$ cat src/rtl/rcc_pkg.sv
// Shared definitions for the RCC divider ratio detector: select codes,
// period/code/ratio conversions and detector state encoding.
package rcc_pkg;

  localparam int GAP_W = 6;

  localparam logic [2:0] SEL_D1  = 3'b000;
  localparam logic [2:0] SEL_D2  = 3'b100;
  localparam logic [2:0] SEL_D4  = 3'b101;
  localparam logic [2:0] SEL_D8  = 3'b110;
  localparam logic [2:0] SEL_D16 = 3'b111;

  typedef enum logic [1:0] {
    ST_ACQ  = 2'd0,
    ST_MEAS = 2'd1,
    ST_LOCK = 2'd2
  } det_state_t;

  function automatic logic period_legal(input logic [GAP_W-1:0] p);
    return (p == 6'd1) || (p == 6'd2) || (p == 6'd4) || (p == 6'd8) || (p == 6'd16);
  endfunction

  // Illegal periods map to /1; callers gate with period_legal().
  function automatic logic [2:0] period_to_code(input logic [GAP_W-1:0] p);
    logic [2:0] code;
    case (p)
      6'd2:    code = SEL_D2;
      6'd4:    code = SEL_D4;
      6'd8:    code = SEL_D8;
      6'd16:   code = SEL_D16;
      default: code = SEL_D1;
    endcase
    return code;
  endfunction

  function automatic logic [4:0] code_to_ratio(input logic [2:0] sel);
    logic [4:0] r;
    case (sel)
      SEL_D2:  r = 5'd2;
      SEL_D4:  r = 5'd4;
      SEL_D8:  r = 5'd8;
      SEL_D16: r = 5'd16;
      default: r = 5'd1;
    endcase
    return r;
  endfunction

endpackage

$ cat src/rtl/rcc_gap_cnt.sv
// Saturating gap counter: reloads to 1 on every marker, reports the current
// gap as the period P and strobes timeout on the cycle it would hit TIMEOUT.
module rcc_gap_cnt
  import rcc_pkg::*;
#(
  parameter int TIMEOUT = 32
) (
  input  logic             clk,
  input  logic             rst,
  input  logic             div_en,
  output logic [GAP_W-1:0] gap,
  output logic             timeout
);

  logic [GAP_W-1:0] cnt;

  always_ff @(posedge clk or posedge rst) begin
    if (rst) begin
      cnt <= '0;
    end else if (div_en) begin
      cnt <= GAP_W'(1);
    end else if (cnt != GAP_W'(TIMEOUT)) begin
      cnt <= cnt + GAP_W'(1);
    end
  end

  // A marker in the reaching cycle wins, so the strobe is masked by div_en.
  assign timeout = !div_en && (cnt == GAP_W'(TIMEOUT - 1));
  assign gap     = cnt;

endmodule

$ cat src/rtl/rcc_div_ratio_det.sv
// Divider ratio detector: decodes the div_en marker spacing back to a select
// code, locks after LOCK_CNT identical legal periods, flags mismatch/errors.
module rcc_div_ratio_det
  import rcc_pkg::*;
#(
  parameter int LOCK_CNT = 3,
  parameter int TIMEOUT  = 32
) (
  input  logic       i_clk,
  input  logic       rst,
  input  logic       div_en,
  input  logic [2:0] exp_sel,
  output logic [2:0] det_sel,
  output logic       det_vld,
  output logic       mismatch,
  output logic       err,
  output logic       stalled,
  output det_state_t dbg_state
);

  logic [GAP_W-1:0] gap;
  logic             timeout;

  det_state_t       state, state_nxt;
  logic [GAP_W-1:0] cand, cand_nxt;
  logic [2:0]       mcnt, mcnt_nxt, cnt_new;
  logic [2:0]       sel_nxt;
  logic             vld_nxt, mm_nxt, err_nxt, stalled_nxt;
  logic             p_legal;

  rcc_gap_cnt #(.TIMEOUT(TIMEOUT)) u_gap_cnt (
    .clk     (i_clk),
    .rst     (rst),
    .div_en  (div_en),
    .gap     (gap),
    .timeout (timeout)
  );

  assign p_legal = period_legal(gap);

  always_ff @(posedge i_clk or posedge rst) begin
    if (rst) begin
      state    <= ST_ACQ;
      cand     <= '0;
      mcnt     <= '0;
      det_sel  <= SEL_D1;
      det_vld  <= 1'b0;
      mismatch <= 1'b0;
      err      <= 1'b0;
      stalled  <= 1'b0;
    end else begin
      state    <= state_nxt;
      cand     <= cand_nxt;
      mcnt     <= mcnt_nxt;
      det_sel  <= sel_nxt;
      det_vld  <= vld_nxt;
      mismatch <= mm_nxt;
      err      <= err_nxt;
      stalled  <= stalled_nxt;
    end
  end

  always_comb begin
    state_nxt   = state;
    cand_nxt    = cand;
    mcnt_nxt    = mcnt;
    cnt_new     = mcnt;
    sel_nxt     = det_sel;
    vld_nxt     = det_vld;
    err_nxt     = 1'b0;
    stalled_nxt = stalled && !div_en;

    case (state)
      ST_ACQ: begin
        // First marker after acquisition only starts timing.
        if (div_en) begin
          state_nxt = ST_MEAS;
          cand_nxt  = '0;
          mcnt_nxt  = '0;
        end
      end
      ST_MEAS: begin
        if (div_en) begin
          if (!p_legal) begin
            err_nxt  = 1'b1;
            cand_nxt = '0;
            mcnt_nxt = '0;
          end else begin
            if (gap == cand) begin
              cnt_new = mcnt + 3'd1;
            end else begin
              cnt_new  = 3'd1;
              cand_nxt = gap;
            end
            mcnt_nxt = cnt_new;
            if (cnt_new >= 3'(LOCK_CNT)) begin
              state_nxt = ST_LOCK;
              vld_nxt   = 1'b1;
              sel_nxt   = period_to_code(gap);
            end
          end
        end
      end
      ST_LOCK: begin
        // det_sel keeps the last locked value when lock is lost.
        if (div_en && (!p_legal || gap != cand)) begin
          state_nxt = ST_MEAS;
          vld_nxt   = 1'b0;
          if (!p_legal) begin
            err_nxt  = 1'b1;
            cand_nxt = '0;
            mcnt_nxt = '0;
          end else begin
            cand_nxt = gap;
            mcnt_nxt = 3'd1;
          end
        end
      end
      default: state_nxt = ST_ACQ;
    endcase

    if (timeout && state != ST_ACQ) begin
      state_nxt   = ST_ACQ;
      err_nxt     = 1'b1;
      stalled_nxt = 1'b1;
      vld_nxt     = 1'b0;
      cand_nxt    = '0;
      mcnt_nxt    = '0;
    end

    // Built from next-state values so mismatch tracks det_vld exactly.
    mm_nxt = vld_nxt && (code_to_ratio(exp_sel) != code_to_ratio(sel_nxt));
  end

  assign dbg_state = state;

endmodule

$ cat config.mk
export PLATFORM = sky130hd
export DESIGN_NAME = rcc_div_ratio_det
export DESIGN_NICKNAME = d
export VERILOG_FILES = /design/src/rtl/rcc_pkg.sv /design/src/rtl/rcc_gap_cnt.sv /design/src/rtl/rcc_div_ratio_det.sv
export SDC_FILE = /design/constraint.sdc
export NUM_CORES = 1
export LEC_CHECK = 0
export BUFFER_PORTS_ARGS = -buffer_cell sky130_fd_sc_hd__buf_4
export CORE_MARGIN = 2
export CORE_UTILIZATION = 30
export DETAILED_ROUTE_END_ITERATION = 10
export HOLD_SLACK_MARGIN = 0.02
export PLACE_DENSITY = 0.46
export SLEW_MARGIN = 5
export SYNTH_ARGS = -nofsm -noshare
export SYNTH_HDL_FRONTEND = slang
export SYNTH_SLANG_ARGS = --single-unit
$ cat constraint.sdc
create_clock -name i_clk -period 3.68 [get_ports i_clk]
set_input_delay 0.736 -clock i_clk [delete_from_list [all_inputs] [get_ports i_clk]]
set_output_delay 0.736 -clock i_clk [all_outputs]
set_load 0.05 [all_outputs]
==> impl_metrics.toml, run 1 <==
[timing]
slew_headroom_pct = 37.47
fmax_mhz = 371.2
finalCritPeriodShare_pct = 73.20
hold_viol_final = 0
slew_viol_final = 0
fin_crit_ns = 2.694
skew_ns = 0.002415
setup_ws_ns = 0.9861
finalSetupTns_ns = 0
rsz0062_at_grt = "false"
finalSetupViolations = 0
worst_slew_pin_slew_ns = 0.9369

[setup_path]
required_ns = 3.89
cp_max_fo = 7
crit_arrival_ns = 2.90
cp-start-kind = "flop"
cp-end-kind = "flop"
path_class = "reg -> reg"

[clock_network]
cts_sinks = 24
clk_path_buf_depth = 2
htree_levels = 1
ctsResizeCount = 0
cts-buffers-inserted = 3
cts_tree = "built"
post-cts-setup-buffer-count = 0
cts.clk_slew.worst_paths_ns = 0.08
cts_hold_buf = 0
cts_root_buffer = "clkbuf_8"
worstSkewPairLatency_ns = 0.27

[placement]
place_hpwl_um = 2612
port_buffers = 14
place_ws_ns = 0.9961
placed_cells = 245
place.gp.congestion = 0.7818

[logic_synthesis]
yosys.area.top_type = "dfrtp_1"
ys_ff_latch = 24
ys.flop_type = "dfrtp_1"
synth_edf_count = 0
ys_async_sr_fraction_pct = 100.0
synth.distinct_cells = 45
netlist.area_leader.share_pct = 37.18
avgSynthCellArea_um2 = 9.558
syn_inst = 169
yosysSeqAreaShare_pct = 37.18
yosys_warnings = 0
netlist_top_cells_area = "dfrtp_1 (37%), ha_1 (7.0%), xnor2_1 (4.9%)"
synth_area_um2 = 1615
syn_nets = 184

[global_routing]
track_usage_pct = 12.69
grt_pass1_wl_um = 6120
grt_pass1_vias = 1265
grt_max_degree = 25
antenna_found_initial = 0
overflow = 0

[drt]
viasPerCell = 5.069
firstDrtPassIters = 4
postRouteAntennaNets = 0
vias = 1257
drc = 0
drt_iter0_markers = 89
drt_wl_total_um = 3473
wl_per_cell_um = 14.00

[finish]
antenna_cells = 0
mostFrequentLayoutCells = "dfrtp_1 (24), buf_4 (14), nand2_1 (13), inv_1 (12), nor2_1 (11)"
area_growth_pct = 11.77
layout.nets = 195
final_cells = 248
drive_gt1_share_pct = 14.61
regArea_um2 = 600.6
fillers = 560
final_util_pct = 35.13
multi_input_area_um2 = 925.9
final_common_cell = "dfrtp_1"

[die]
die_h_um = 77.38
io_pins = 15
die_x_um = 77.38
dieArea_um2 = 5987
initial_utilization_pct = 31.43
row_count = 26
coreArea_um2 = 5140

[hold_path]
hold_path_class = "reg -> reg"

[power_and_ir_drop]
peakVddDrop_v = 0.0003079
power.total_uw = 1097
power.leakage_uw = 0.0007763
power.density_nw_per_um2 = 607.5

[run]
drv_cap = 0

[run_status]
status = "finished clean"
-- worst paths after layout --
check	startpoint	endpoint	slack (ns)	cells after the start
min in group asynchronous	rst	mcnt[0]$_DFFE_PP0P_	0.68	2
setup / recovery	u_gap_cnt.gap[1]$_DFFE_PP0P_	cand[2]$_DFFE_PP0P_	0.99	8
hold / removal	mcnt[1]$_DFFE_PP0P_	mcnt[1]$_DFFE_PP0P_	0.53	2
hold reg to reg	mcnt[1]$_DFFE_PP0P_	mcnt[1]$_DFFE_PP0P_	0.53	2
setup reg to reg	u_gap_cnt.gap[1]$_DFFE_PP0P_	cand[2]$_DFFE_PP0P_	0.99	8
max in group asynchronous	rst	det_sel[2]$_DFF_PP0_	2.43	2
-- critical path, stage by stage, from the launching register on --
cell	delay, ns
dfrtp_1	0.47
inv_1	0.13
ha_1	0.23
nand2b_1	0.13
or4b_4	0.55
a2111oi_4	0.53
a2bb2oi_2	0.18
a21o_1	0.23
a22o_1	0.17
-- where the power goes --
part | switching [uW] | internal [uW]
Sequential | 45.5 | 313
Combinational | 379 | 200
Clock | 85.5 | 73.4
-- registers in the layout, indices dropped and copies added, names as in the netlist --
signal         cells
det_vld            1
cand               6
stalled            1
dbg_state          2
u_gap_cnt.gap      6
mismatch           1
mcnt               3
det_sel            3
err                1
-- synthesized netlist by cell type, types with 2 or more instances --
master	count
dfrtp_1	24
nand2_1	13
inv_1	12
nor2_1	11
ha_1	9
xnor2_1	9
a21oi_1	8
nand3_1	8
nand2b_1	6
o21ai_0	6
a22o_1	5
mux2i_1	5
xor2_1	4
buf_4	3
nor3_1	3
or3_1	3
a21o_1	2
a2bb2oi_2	2
a31oi_1	2
buf_2	2
clkbuf_1	2
mux2_2	2
nand3b_1	2
nand4_1	2
o211ai_1	2
o21ai_1	2
o41ai_1	2
-- cell type report --
class	count	share of cell area, %
clock buffers	3	2.287
multi-input cells	125	51.28
repair buffers	14	5.821
flip-flops and latches	24	33.26
inverters	12	2.495
well taps	70	4.851
-- kinds of logic after synthesis --
group,synth area share [%]
AO/OA/AOI/OAI,21.77
XOR/XNOR,7.049
adder cells (fa/ha/maj),6.971
buffers and inverters,5.499
flip-flops,37.18
multiplexers,4.493
AND/OR/NAND/NOR,17.04
-- metal layers --
| layer | track usage [%] | part of all wire, % | up-vias | routed length (um) |
|---|---|---|---|---|
| li1 | - | - | 624 | - |
| met2 | 20.96 | 47 | 9 | 1639 |
| met1 | 16.87 | 50 | 622 | 1728 |
| met3 | 2.907 | 2.2 | 2 | 78 |
| met5 | 0 | 0 | - | 0 |
| met4 | 3.036 | 0.72 | 0 | 25 |
-- metrics by stage --
| stage | instance area, um^2 | hold WS (ns) |
|---|---|---|
| after floorplan | 1615 | 0.4752 |
| after global placement | 1764 | 0.5109 |
| after detailed placement | 1764 | 0.5046 |
| after CTS | 1805 | 0.5247 |
| after global routing | 1805 | 0.5581 |
| final | 1805 | 0.5279 |
No activity file was read; power rests on OpenSTA's default activity.
==> run 2, diff against run 1 <==
--- a/config.mk
+++ b/config.mk
@@ -10,7 +10,7 @@
 export CORE_UTILIZATION = 30
 export DETAILED_ROUTE_END_ITERATION = 10
 export HOLD_SLACK_MARGIN = 0.02
-export PLACE_DENSITY = 0.46
+export PLACE_DENSITY = 0.48
 export SLEW_MARGIN = 5
 export SYNTH_ARGS = -nofsm -noshare
 export SYNTH_HDL_FRONTEND = slang
==> constraint.sdc (replaced) <==
create_clock -name i_clk -period 2.3 [get_ports i_clk]
set_input_delay 0.46 -clock i_clk [delete_from_list [all_inputs] [get_ports i_clk]]
set_output_delay 0.46 -clock i_clk [all_outputs]
set_load 0.05 [all_outputs]
==> run 2 against run 1 <==
Against the previous run:
- clock power up 87%
- final cell count up 11%
- total power up 85%
- worst setup slack worse by 1.0 ns
- worst hold slack lost 0.30 ns
- wire length grew 12%
- via count rose by 8.8%
- clock skew increased by 0.0094 ns
- fmax rose by 15%
- flip-flop and latch count is the same
- first-iteration DRC count down 2.2%
- the run now ends with setup timing left
==> impl_metrics.toml, run 2 (synthesis results as in run 1) <==
[timing]
fin_hold_ws_ns = 0.2290
skew_ns = 0.01178
finalCritPeriodShare_pct = 102.1
slew_viol_final = 0
rsz0062_at_grt = "true"
finalSetupViolations = 6
fin_crit_ns = 2.349
worst_slew_pin_slew_ns = 0.3436
fmax_mhz = 425.7
setup_ws_ns = -0.04925
hold_viol_final = 0
slew_headroom_pct = 77.02

[run]
drv_cap = 0

[clock_network]
htree_levels = 1
cts_root_buffer = "clkbuf_8"
clk_path_buf_depth = 2
cts_tree = "built"
worstSkewPairLatency_ns = 0.27
cts-buffers-inserted = 3
cts_sinks = 24
cts.clk_slew.worst_paths_ns = 0.10
cts_hold_buf = 0

[global_routing]
overflow = 0
grt_max_degree = 25
grt_pass1_wl_um = 6886
grt_pass1_vias = 1424
track_usage_pct = 14.10
antenna_found_initial = 0
use_met1_pct = 17.43
use_met3_pct = 2.558
top_usage_layer = "met2"
globalRouteMet2Util_pct = 25.74

[finish]
area_growth_pct = 31.14
regArea_um2 = 603.1
antenna_cells = 0
final_area_um2 = 2118
layout.nets = 221
multi_input_area_um2 = 1027
fillers = 523
drive_gt1_share_pct = 34.15
final_common_cell = "buf_4"
mostFrequentLayoutCells = "buf_4 (40), dfrtp_1 (22), nand2_1 (13), nor2_1 (11), inv_1 (10)"

[drt]
vias = 1368
drt_wl_total_um = 3894
wl_per_cell_um = 14.16
viasPerCell = 4.975
postRouteAntennaNets = 0
drt_iter0_markers = 87
firstDrtPassIters = 4
drc = 0

[setup_path]
reg2reg_depth = 8
r2r_slack_ns = -0.05
r2r_end = "mismatch$_DFF_PP0_"
crit_arrival_ns = 2.52
critPathCapture = "mismatch$_DFF_PP0_"
path_class = "reg -> reg"
cp-end-kind = "flop"
required_ns = 2.47
worstSetupStartpoint = "u_gap_cnt.gap[1]$_DFFE_PP0P_"
r2r_start = "u_gap_cnt.gap[1]$_DFFE_PP0P_"
cp-start-kind = "flop"
cp_max_fo = 7

[power_and_ir_drop]
power.leakage_uw = 0.0009344
peakVddDrop_v = 0.0004986
power.density_nw_per_um2 = 958.6

[die]
io_pins = 15
initial_utilization_pct = 31.43
row_count = 26
die_h_um = 77.38
coreArea_um2 = 5140
die_x_um = 77.38
dieArea_um2 = 5987

[placement]
placed_area_um2 = 1951
place_hpwl_um = 2927
place.gp.congestion = 0.7802
port_buffers = 14

[run_status]
status = "complete, but fails checks"
violations = "setup timing"

[hold_path]
hold_path_class = "in -> async"
[run 2: per-layer routing]
metal | vias up | part of all wire [%]
li1 | 675 | -
met1 | 671 | 45
met2 | 18 | 51
met3 | 4 | 2.8
met4 | 0 | 0.98
met5 | - | 0
[run 2: worst min-delay path by stage]
stage / to / slack (ns)
floorplan: cand[0]$_DFFE_PP0P_ / 0.47
global placement: mcnt[1]$_DFFE_PP0P_ / 0.49
detailed placement: cand[5]$_DFFE_PP0P_ / 0.50
CTS: mcnt[0]$_DFFE_PP0P_ / 0.24
global route: mcnt[2]$_DFFE_PP0P_ / 0.25
finish: mcnt[0]$_DFFE_PP0P_ / 0.23
[run 2: power by group]
part / total [uW] / internal (uW) / switching [uW]
Clock: 297 / 153 / 144
Combinational: 1170 / 451 / 722
Sequential: 560 / 501 / 59.6
Total: 2030 / 1100 / 926
[run 2: layout make-up]
type | instances | share of cell area, %
flip-flops and latches | 24 | 28.47
multi-input cells | 125 | 48.49
clock buffers | 4 | 2.599
inverters | 12 | 2.126
repair buffers | 40 | 14.18
well taps | 70 | 4.135
[run 2: timing repair]
item,4_1_cts,5_1_grt
setup endpoints to repair,9,13
endpoints found under the hold margin,0,0
resized for setup,5,12
setup buffers,2,2
pin swaps,5,6
gates cloned,0,0
[run 2: critical path, cell delays in order (launching register included)]
cell and delay [ns]:
dfrtp_1 0.40, inv_2 0.08, ha_4 0.15, nand2b_4 0.05, or4b_4 0.53, a211o_4 0.40, o41ai_2 0.32, o22ai_1 0.11
o221a_1 0.21
[run 2: through the flow]
stage                     util (%)  total power (uW)  cells  setup TNS, ns  setup slack, ns
after floorplan                  -              1300    169        -0.1227          -0.1004
after global placement       37.95              1627    267       -0.08571         -0.03893
after detailed placement     37.95              1647    267        -0.3034          -0.1259
after CTS                    39.87              1989    273        -0.1743         -0.07502
after global routing         41.21              2178    275        -0.8761          -0.1128
final                        41.21              2031    275        -0.2234         -0.04925
